### src/rtl/alu_pkg.sv
`default_nettype none
// ============================================================================
// Module      : alu_pkg
// Description : Shared types and constants for the multi-cycle ALU.
//               alu_op_t    - 3-bit opcode (ADD, SUB, AND, NOTB, MUL;
//                             codes 101-111 are illegal)
//               alu_state_t - controller state (IDLE, MUL)
// Revision    : 1.0 - initial release
// ============================================================================
package alu_pkg;

    localparam logic [2:0] c_op_add  = 3'b000;
    localparam logic [2:0] c_op_sub  = 3'b001;
    localparam logic [2:0] c_op_and  = 3'b010;
    localparam logic [2:0] c_op_notb = 3'b011;
    localparam logic [2:0] c_op_mul  = 3'b100;

    typedef enum logic [2:0] {
        OP_ADD  = c_op_add,
        OP_SUB  = c_op_sub,
        OP_AND  = c_op_and,
        OP_NOTB = c_op_notb,
        OP_MUL  = c_op_mul
    } alu_op_t;

    typedef enum logic [0:0] {
        IDLE = 1'b0,
        MUL  = 1'b1
    } alu_state_t;

endpackage
`default_nettype wire

### src/rtl/alu_comb.sv
`default_nettype none
// ============================================================================
// Module      : alu_comb
// Description : Combinational single-cycle datapath (ADD, SUB, AND, NOTB)
//               with zero / negative / signed-overflow flag generation.
//               Any other opcode yields result 0, Z=1, N=0, V=0.
// Ports       : i_a, i_b   - operands
//               i_op       - opcode
//               o_result   - result
//               o_z/o_n/o_v- zero, negative, signed overflow
// Revision    : 1.0 - initial release
// ============================================================================
module alu_comb
    import alu_pkg::*;
#(
    parameter int WIDTH = 16
) (
    input  logic [WIDTH-1:0] i_a,
    input  logic [WIDTH-1:0] i_b,
    input  alu_op_t          i_op,
    output logic [WIDTH-1:0] o_result,
    output logic             o_z,
    output logic             o_n,
    output logic             o_v
);

    logic [WIDTH-1:0] w_sum;
    logic [WIDTH-1:0] w_diff;

    assign w_sum  = i_a + i_b;
    assign w_diff = i_a - i_b;

    always_comb begin
        o_result = '0;
        o_v      = 1'b0;
        case (i_op)
            OP_ADD: begin
                o_result = w_sum;
                // Same-sign operands whose sum flips sign
                o_v = (i_a[WIDTH-1] == i_b[WIDTH-1]) &&
                      (w_sum[WIDTH-1] != i_a[WIDTH-1]);
            end
            OP_SUB: begin
                // Differing-sign operands whose difference flips sign of A
                o_result = w_diff;
                o_v = (i_a[WIDTH-1] != i_b[WIDTH-1]) &&
                      (w_diff[WIDTH-1] != i_a[WIDTH-1]);
            end
            OP_AND:  o_result = i_a & i_b;
            OP_NOTB: o_result = ~i_b;
            default: o_result = '0;
        endcase
    end

    assign o_z = (o_result == '0);
    assign o_n = o_result[WIDTH-1];

endmodule
`default_nettype wire

### src/rtl/alu_mc.sv
`default_nettype none
// ============================================================================
// Module      : alu_mc
// Description : Multi-cycle ALU with start/done handshake. Single-cycle ops
//               complete one cycle after start; MUL is an iterative unsigned
//               shift-add taking WIDTH cycles. Result and flags are
//               registered and only change in the done cycle.
// Ports       : clk, reset      - clock, async active-high reset
//               start, ALUop    - request and opcode (sampled when !busy)
//               Ain, Bin        - operands
//               out, Z, N, V    - registered result and flags
//               busy            - multiply in progress
//               done            - one-cycle completion pulse
// Revision    : 1.0 - initial release
// ============================================================================
module alu_mc
    import alu_pkg::*;
#(
    parameter int WIDTH = 16
) (
    input  logic             clk,
    input  logic             reset,
    input  logic             start,
    input  logic [2:0]       ALUop,
    input  logic [WIDTH-1:0] Ain,
    input  logic [WIDTH-1:0] Bin,
    output logic [WIDTH-1:0] out,
    output logic             Z,
    output logic             N,
    output logic             V,
    output logic             busy,
    output logic             done
);

    localparam int c_cnt_w = $clog2(WIDTH + 1);

    alu_state_t         r_state;
    alu_state_t         w_next_state;

    logic [2*WIDTH-1:0] r_mcand;
    logic [WIDTH-1:0]   r_mplier;
    logic [2*WIDTH-1:0] r_acc;
    logic [c_cnt_w-1:0] r_cnt;

    logic [WIDTH-1:0]   r_out;
    logic               r_z;
    logic               r_n;
    logic               r_v;
    logic               r_done;

    alu_op_t            w_op;
    logic [WIDTH-1:0]   w_res;
    logic               w_z;
    logic               w_n;
    logic               w_v;
    logic [2*WIDTH-1:0] w_acc_next;
    logic               w_mul_last;

    assign w_op = alu_op_t'(ALUop);

    alu_comb #(
        .WIDTH    (WIDTH)
    ) u_alu_comb (
        .i_a      (Ain),
        .i_b      (Bin),
        .i_op     (w_op),
        .o_result (w_res),
        .o_z      (w_z),
        .o_n      (w_n),
        .o_v      (w_v)
    );

    // Partial-product add for the current multiplier LSB
    assign w_acc_next = r_acc + (r_mplier[0] ? r_mcand : '0);
    // Counter at 1 means this cycle performs the final iteration
    assign w_mul_last = (r_cnt == c_cnt_w'(1));

    always_ff @(posedge clk or posedge reset) begin
        if (reset) begin
            r_state <= IDLE;
        end else begin
            r_state <= w_next_state;
        end
    end

    always_comb begin
        w_next_state = r_state;
        case (r_state)
            IDLE:    if (start && (w_op == OP_MUL)) w_next_state = MUL;
            MUL:     if (w_mul_last)                w_next_state = IDLE;
            default: w_next_state = IDLE;
        endcase
    end

    always_ff @(posedge clk or posedge reset) begin
        if (reset) begin
            r_mcand  <= '0;
            r_mplier <= '0;
            r_acc    <= '0;
            r_cnt    <= '0;
            r_out    <= '0;
            r_z      <= 1'b0;
            r_n      <= 1'b0;
            r_v      <= 1'b0;
            r_done   <= 1'b0;
        end else begin
            r_done <= 1'b0;
            case (r_state)
                IDLE: begin
                    if (start) begin
                        if (w_op == OP_MUL) begin
                            r_mcand  <= {{WIDTH{1'b0}}, Ain};
                            r_mplier <= Bin;
                            r_acc    <= '0;
                            r_cnt    <= c_cnt_w'(WIDTH);
                        end else begin
                            r_out  <= w_res;
                            r_z    <= w_z;
                            r_n    <= w_n;
                            r_v    <= w_v;
                            r_done <= 1'b1;
                        end
                    end
                end
                MUL: begin
                    r_acc    <= w_acc_next;
                    r_mcand  <= r_mcand << 1;
                    r_mplier <= r_mplier >> 1;
                    r_cnt    <= r_cnt - c_cnt_w'(1);
                    if (w_mul_last) begin
                        r_out  <= w_acc_next[WIDTH-1:0];
                        r_z    <= (w_acc_next[WIDTH-1:0] == '0);
                        r_n    <= w_acc_next[WIDTH-1];
                        r_v    <= |w_acc_next[2*WIDTH-1:WIDTH];
                        r_done <= 1'b1;
                    end
                end
                default: ;
            endcase
        end
    end

    assign out  = r_out;
    assign Z    = r_z;
    assign N    = r_n;
    assign V    = r_v;
    assign done = r_done;
    assign busy = (r_state == MUL);

endmodule
`default_nettype wire

### config.mk
export PLATFORM = sky130hd
export DESIGN_NAME = alu_mc
export DESIGN_NICKNAME = d
export VERILOG_FILES = /design/src/rtl/alu_pkg.sv /design/src/rtl/alu_comb.sv /design/src/rtl/alu_mc.sv
export SDC_FILE = /design/constraint.sdc
export NUM_CORES = 1
export LEC_CHECK = 0
export CAP_MARGIN = 20
export CORE_MARGIN = 4
export CORE_UTILIZATION = 55
export CTS_BUF_LIST = sky130_fd_sc_hd__clkbuf_4 sky130_fd_sc_hd__clkbuf_8 sky130_fd_sc_hd__clkbuf_16
export CTS_CLUSTER_DIAMETER = 200
export DETAILED_ROUTE_END_ITERATION = 7
export PLACE_DENSITY = 0.75
export SLEW_MARGIN = 20
export SYNTH_ARGS = -nofsm -noshare
export SYNTH_HDL_FRONTEND = slang
export SYNTH_SLANG_ARGS = --single-unit
### constraint.sdc
create_clock -name clk -period 4.5 [get_ports clk]
set_input_delay 0.45 -clock clk [delete_from_list [all_inputs] [get_ports clk]]
set_output_delay 0.45 -clock clk [all_outputs]
set_load 0.005 [all_outputs]
=== Word level (Yosys, flattened, before mapping) ===
Index checks and enable logic that the tools add are counted.

* Output and inout bits: 21
* Word-level logic and storage cells: 77
* Input port bits: 38
* Register bits: 106

* Equality and inequality tests: 13
* Bitwise operators: 3
* Add/sub/neg operators: 4
* Reduce and logical (&&, ||, !) cells: 9
* Mux-type cells: 38

{| class="wikitable"
|+ Operators with widths
! operator !! number
|-
| $mux W32 || 5
|-
| $pmux W32 S2 || 2
|-
| $mux W16 || 5
|-
| $pmux W16 S2 || 2
|-
| $pmux W16 S4 || 1
|-
| $add A32 B32 Y32 || 1
|-
| $logic_not A16 Y1 || 2
|-
| $add A16 B16 Y16 || 1
|-
| $and A16 B16 Y16 || 1
|-
| $not A16 Y16 || 1
|-
| $reduce_or A16 Y1 || 1
|-
| $sub A16 B16 Y16 || 1
|-
| $mux W1 || 14
|-
| $pmux W1 S2 || 6
|-
| $mux W5 || 2
|-
| $pmux W5 S2 || 1
|-
| $eq A3 B2 Y1 const B || 2
|-
| $ne A2 B2 Y1 const B || 3
|-
| $eq A5 B1 Y1 const B || 1
|-
| $sub A5 B1 Y5 const B || 1
|-
| $eq A3 B1 Y1 const B || 1
|-
| $eq A3 B3 Y1 const B || 1
|-
| $logic_and A1 B1 Y1 || 3
|-
| $logic_not A3 Y1 || 1
|-
| 6 further kinds || 8
|}

=== Depth between registers and ports, before layout ===
Gate-level depths: netlist (run 1).

* Word-level depth: 7
* Gate-level depth with buffers: 14

=== Hierarchy ===
From an unflattened synthesis (run 1), not the netlist that was laid out.

* Cell total of the unflattened synthesis: 1015
* Area, all modules: 8450.6 um2

{| class="wikitable"
|+ By module, submodules not included
! module !! area an instance (um2) !! times used !! sequential area each (um2) !! cells an instance
|-
| alu_mc || 6462.4 || 1 || 2652.5 || 724
|-
| alu_comb || 1988.2 || 1 || 0.0 || 291
|}

=== Least setup slack after synthesis (run 1) ===
No wires, ideal clock.

* Path kind: register -> register
* From: reg r_mplier[0]
* To: reg r_v (netlist: V)
* Stages on the path, launching flop included: 15
* Setup slack: 1.088 ns
* Data required time: 4.375 ns
* Setup time: 0.125 ns
* Clock period less this slack: 3.412 ns
* Data arrival time: 3.286 ns
* Path through: dfrtp_1 clkbuf_1 and2_1 ha_1 fa_1 a211oi_1 o21bai_1 a21oi_1 o21ai_0 a21boi_1 o31a_2 xnor2_1 or4b_1 nor4_1 nor2_1

* Cells in the longest elaborated chain, start to end: 5

{| class="wikitable"
|+ Ends and longest elaborated chain
! what !! line !! text
|-
| from (decl) || alu_mc.sv:41 || <nowiki>logic [WIDTH-1:0] r_mplier;</nowiki>
|-
| from (signal assigned) || alu_mc.sv:113 || <nowiki>r_mplier <= Bin;</nowiki>
|-
| from (signal assigned) || alu_mc.sv:128 || <nowiki>r_mplier <= r_mplier >> 1;</nowiki>
|-
| $mux W32 || alu_mc.sv:74 || <nowiki>assign w_acc_next = r_acc + (r_mplier[0] ? r_mcand : '0);</nowiki>
|-
| $add A32 B32 Y32 || alu_mc.sv:74 ||
|-
| $reduce_or A16 Y1 || alu_mc.sv:134 || <nowiki>r_v <= |w_acc_next[2*WIDTH-1:WIDTH];</nowiki>
|-
| $mux W1 || alu_mc.sv:130 || <nowiki>if (w_mul_last) begin</nowiki>
|-
| $pmux W1 S2 || alu_mc.sv:108 || <nowiki>case (r_state)</nowiki>
|-
| to (signal assigned) || alu_mc.sv:120 || <nowiki>r_v <= w_v;</nowiki>
|-
| to (signal assigned) || alu_mc.sv:134 ||
|-
| to (decl) || alu_mc.sv:48 || <nowiki>logic r_v;</nowiki>
|}

Every way passes these cells. The select of a mux whose other input is x is not followed.
A chain may end at the register's enable or synchronous reset.

=== Final worst setup path (run 1) ===
Ends and elaborated chain as after synthesis.

==> results.toml, run 1 <==
[outcome]
run_status = "finished clean"

[global_routing]
grt_pass1_vias = 7692
grt_first_pass_wirelength_um = 39700
antenna_found_initial = 0
grtUsageMet3_pct = 6.23
globalRouteMet1Util_pct = 39.3
grt.busiest_layer = "met2"
met2_usage_pct = 42.2
grt_overflow = 0
grt_usage_pct = 27.6
grt_max_degree = 97

[synth]
syn_inst = 1074
synth_seq_cells = 105
synth_largest_area_cell = "dfrtp_1"
syn_area_per_cell_um2 = 8.04
synth-edff-count = 0
synthFlopType = "dfrtp_1"
synthesis.nets = 1180
ys_seq_area_share_pct = 30.4
synthesis.area_um2 = 8630
async_flop_share_pct = 100
yosysUniqueCellTypes = 92
ys_warn_count = 0
synthTopCellsByArea = "dfrtp_1 (30%), ha_1 (9.4%), nand2_1 (7.6%), o21ai_0 (6.1%), a21oi_1 (4.8%)"
yosysTopAreaCellShare_pct = 30.4

[floorplanning]
fp.dieH_um = 133
core-area_um2 = 15300
start_util_pct = 56.4
die_w_um = 133
die-area_um2 = 17800
fp-row-count = 45
io_pins = 59

[final_layout]
syn_to_final_growth_pct = 12.2
nFillCells = 1373
fin_area_um2 = 9680
nets = 1204
antenna_cells = 0
drive_gt1_share_pct = 6.44

[clocking]
cts_tree = "yes"
cts_sinks = 105
postCtsHoldBufs = 0
cts_resized = 0
clk_path_buf_depth = 2
cts-htree-levels = 3
clk_pin_slew_ns = 0.07
clockRootBuffer = "clkbuf_16"
clkLatencyLatePin_ns = 0.35
cts_setup_buffers = 0
cts_buffers = 9

[power]
power_density_nw_per_um2 = 478
p_leak_nw = 4.31
vdd_drop_max_mv = 0.271

[drt]
via_count = 8169
wl_um = 24800
routedWlPerCell_um = 18.8
drc = 0
ant_nets = 0
drt_iter0_markers = 800
first_pass_iters = 5
viasPerCell = 6.22

[worst_hold_path]
timing.hold.worst.class = "reg2reg"
holdPathStages = 2

[place]
gp_congestion = 0.937
dpl_cell_area_um2 = 9340
place_hpwl_um = 18600
io_buffer_count = 58

[critical_path]
worstSetupStartpointType = "register"
cp.arrival_ns = 4.12
cp-end-kind = "register"
slowest_stage = "or4b_1"
reg2regPathDepth = 14
cp_cell_sequence = "buf_4 > and2_1 > ha_1 > fa_1 > a211oi_1 > o21bai_1 > a21oi_1 > o21ai_0 > a21boi_1 > o31a_2 > xnor2_1 > or4b_1 > nor4_1 > nor2_1"
worstPathMaxFanout = 14
critical_path_class = "reg2reg"
cp.required_ns = 4.73
cp_slowest_stage_delay_ns = 0.54

[sta]
max_slew_margin_pct = 35.7
clock.fmax_mhz = 257
setup_viol = 0
finalHoldViolCount = 0
fin_tns_setup_ns = 0
rsz0062_at_grt = "false"
drv_slew = 0
fin_crit_ns = 3.89
finalCritPeriodShare_pct = 86.4
holdWs_ns = 0.494
finClkSkew_ns = 0.00516
worst_slew_pin_slew_ns = 0.961

[flow_run]
maxCapViolCount = 0
[critical path: cells and delay by family (launching register included)]
| family | cells | cell delay [ns] |
|---|---|---|
| compound gates | 6 | 1.41 |
| simple gates | 4 | 1.05 |
| fa+ha+maj | 2 | 0.65 |
| flops | 1 | 0.38 |
| buf+inv | 1 | 0.18 |
| xor+xnor | 1 | 0.09 |
[final timing paths]
check / from / to / slack [ns]
min in group asynchronous: reset / done / 0.55
worst min-delay path: r_mplier[4] / r_mplier[3] / 0.49
worst max register to register: r_mplier[0] / V / 0.61
worst min register to register: r_mplier[4] / r_mplier[3] / 0.49
max in group asynchronous: reset / busy / 3.04
worst max-delay path: r_mplier[0] / V / 0.61
[metal layers]
layer | part of all wire [%] | routed length (µm) | up-vias
met5 | 0 | 0 | -
met4 | 2.5 | 630 | 0
met3 | 7.5 | 1860 | 48
met2 | 44 | 10900 | 312
met1 | 46 | 11300 | 3938
li1 | - | - | 3871
[placed cells by master (no fill, tap or decap), types with 5 or more instances in the layout]
| cell | instances |
|---|---|
| nand2_1 | 173 |
| o21ai_0 | 106 |
| dfrtp_1 | 104 |
| a21oi_1 | 83 |
| nor2_1 | 77 |
| ha_1 | 65 |
| clkdlybuf4s50_1 | 58 |
| inv_1 | 49 |
| and2_1 | 35 |
| mux2i_1 | 32 |
| xnor2_1 | 26 |
| nor3_1 | 21 |
| a21o_1 | 15 |
| buf_4 | 14 |
| xor2_1 | 13 |
| o21a_1 | 13 |
| o211ai_1 | 12 |
| nand3_1 | 12 |
| o22ai_1 | 9 |
| nand4_1 | 9 |
| clkbuf_16 | 9 |
| a211oi_1 | 8 |
| a31oi_1 | 8 |
| and3_1 | 8 |
| or3_1 | 7 |
| nand2b_1 | 6 |
| o21bai_1 | 6 |
| mux2_2 | 5 |
| nor2b_1 | 5 |
| or2_2 | 5 |
[sequential cells by signal, indices dropped and copies added (netlist names)]
signal / flops
busy: 1
r_acc: 32
V: 1
Z: 1
done: 1
out: 16
r_mcand: 32
r_mplier: 16
r_cnt: 5
[cell families after synthesis]
family | synth area share [%]
compound gates | 25.3
xor+xnor | 3.96
fa+ha+maj | 10.1
buf+inv | 5.06
flops | 30.4
mux | 4.62
simple gates | 20.5
[cell usage after synthesis (all sizes together), types with 4 or more instances]
library cell,n
a2111oi,7
a211oi,11
a21o,17
a21oi,85
a22o,4
a22oi,5
a31o,4
a31oi,9
and2,35
and3,8
buf,16
clkbuf,43
dfrtp,105
ha,65
inv,50
mux2,5
mux2i,32
nand2,174
nand2b,6
nand3,13
nand4,9
nor2,78
nor2b,5
nor3,22
o211ai,12
o21a,13
o21ai,107
o21bai,7
o22ai,9
o311ai,6
or2,6
or3,7
xnor2,26
xor2,13
[metrics by stage]
step | utilization (%) | total power [W] | setup WS, ns | cells
global placement | 61.0 | 0.00365 | 0.586 | 1298
global route | 63.2 | 0.00494 | 0.401 | 1314
floorplan | - | 0.00299 | 1.09 | 1074
CTS | 63.2 | 0.00461 | 0.633 | 1314
detailed placement | 61.0 | 0.00370 | 0.499 | 1298
finish | 63.2 | 0.00462 | 0.613 | 1314
[power breakdown]
part           total (W)  internal (W)  switching (W)  leakage, nW
Clock           0.000906      0.000544       0.000362        0.166
Combinational    0.00201      0.000856        0.00116         2.77
Sequential       0.00171       0.00132       0.000382         1.38
Total            0.00462       0.00273        0.00190         4.31
[layout make-up]
| class | instances | area, µm² | share of cell area (%) |
|---|---|---|---|
| Tap cell | 211 | 264 | 2.73 |
| Clock inverter | 7 | 116 | 1.20 |
| Sequential cell | 105 | 2630 | 27.2 |
| Multi-Input combinational cell | 860 | 5570 | 57.5 |
| Timing Repair Buffer | 72 | 686 | 7.08 |
| Inverter | 50 | 190 | 1.96 |
| Clock buffer | 9 | 225 | 2.33 |
Note: power is estimated with default switching activity, not from simulation.
==> run 2: changes to the inputs <==
CORE_UTILIZATION = 45   (was 55)
PLACE_DENSITY = default   (was 0.75)
==> run 2 against run 1 <==
Net effect: worst hold slack lost 0.0069 ns; combinational power is essentially flat; sequential power shrank 3%; critical path type unchanged; largest power group unchanged; highest routed layer unchanged.
==> results.toml, run 2 (synthesis gave the netlist of run 1 again) <==
[clocking]
cts_sinks = 105
clockRootBuffer = "clkbuf_16"
cts_tree = "yes"
clkLatencyLatePin_ns = 0.36
cts_buffers = 9
cts-htree-levels = 3
clk_path_buf_depth = 2
cts_resized = 0
postCtsHoldBufs = 0
cts_setup_buffers = 0
clk_pin_slew_ns = 0.07

[final_layout]
drive_gt1_share_pct = 6.26
final_common_cell = "nand2_1"
nets = 1203
syn_to_final_growth_pct = 12.1
reg.largest.list = "r_acc (32), r_mcand (32)"
antenna_cells = 0
layout.cells.non_filler = 1336
final_cell_mix = "nand2_1 (173), o21ai_0 (106), dfrtp_1 (104), a21oi_1 (83), nor2_1 (78)"

[worst_hold_path]
timing.hold.worst.class = "reg2reg"
hold-path-endpoint = "r_acc[4]"
min_from = "r_acc[4]"
holdPathStages = 2

[floorplanning]
io_pins = 59
core-area_um2 = 18800
die_w_um = 146
fp-row-count = 50
die-area_um2 = 21500
fp.dieH_um = 146
start_util_pct = 46.0

[drt]
routedWlPerCell_um = 18.5
drc = 0
drt_iter0_markers = 587
viasPerCell = 5.79
wl_um = 24700
ant_nets = 0
via_count = 7740
first_pass_iters = 5

[power]
p_leak_nw = 4.30
vdd_drop_max_mv = 0.229
power_density_nw_per_um2 = 469

[critical_path]
timing.rr.start = "r_mplier[0]"
cp.arrival_ns = 4.17
worstPathMaxFanout = 17
rr_endpoint = "V"
critical_path_class = "reg2reg"
reg2regPathDepth = 13
worstSetupStartpointType = "register"
cp-end-kind = "register"
cp.required_ns = 4.74
rrSetupSlack_ns = 0.56

[sta]
drv_slew = 0
clock.fmax_mhz = 254
fin_tns_setup_ns = 0
finalCritPeriodShare_pct = 87.5
setup_viol = 0
max_slew_margin_pct = 25.1
finalHoldViolCount = 0
finClkSkew_ns = 0.0124
worst_slack_ns = 0.564
fin_crit_ns = 3.94
rsz0062_at_grt = "false"
worst_slew_pin_slew_ns = 1.12

[flow_run]
maxCapViolCount = 0

[place]
place_ws_ns = 0.459
place_inst = 1320
place_hpwl_um = 19000
io_buffer_count = 58
gp_congestion = 0.926

[global_routing]
antenna_found_initial = 0
grt_max_degree = 56
grt_pass1_vias = 7390
grt_usage_pct = 22.9
grt_first_pass_wirelength_um = 39800
grt_overflow = 0

[outcome]
run_status = "finished clean"
-- run 2: layout make-up --
cell class	instances	area (µm²)
Clock buffer	11	246
Fill cell	1860	9100
Tap cell	234	293
Sequential cell	105	2630
Timing Repair Buffer	71	678
Inverter	50	190
Clock inverter	5	63.8
Multi-Input combinational cell	860	5570
-- run 2: worst max-delay path by stage --
| stage | from | end | slack, ns | cells after the start |
|---|---|---|---|---|
| after floorplan | r_mplier[0] | V | 1.09 | 14 |
| after global placement | Bin[0] | Z | 0.54 | 14 |
| after detailed placement | Bin[0] | Z | 0.46 | 14 |
| after CTS | r_mplier[0] | V | 0.58 | 13 |
| after global routing | r_mplier[0] | V | 0.28 | 13 |
| final | r_mplier[0] | V | 0.56 | 13 |
-- run 2: metrics by stage --
stage	instance area (µm²)	util [%]	total power [W]	hold slack [ns]
after floorplan	8630	-	0.00299	0.450
after global placement	9360	49.9	0.00368	0.465
after detailed placement	9360	49.9	0.00370	0.471
after global routing	9670	51.5	0.00488	0.522
after CTS	9670	51.5	0.00457	0.488
final	9670	51.5	0.00454	0.487
-- run 2: report_power, final --
part	leakage [nW]	total [W]	switching (W)	internal, W
clock	0.155	0.000841	0.000381	0.000460
combinational	2.76	0.00204	0.00118	0.000857
sequential	1.38	0.00166	0.000333	0.00133
-- run 2: routing by layer --
metal  GRT usage [%]  part of all wire [%]
met5               0                     0
met4            4.61                   1.4
met3            3.23                   5.0
met2            37.5                    46
met1            32.5                    48
-- run 2: critical path, cell delays in order (launching register included) --
cell and delay (ns):
dfrtp_1 0.55, and2_1 0.25, ha_1 0.22, fa_1 0.43, a211oi_1 0.31, o21bai_1 0.12, a21oi_1 0.25, o21ai_0 0.23
a21boi_1 0.26, o31a_2 0.17, xnor2_1 0.07, or4b_1 0.56, nor4_1 0.32, nor2_1 0.07
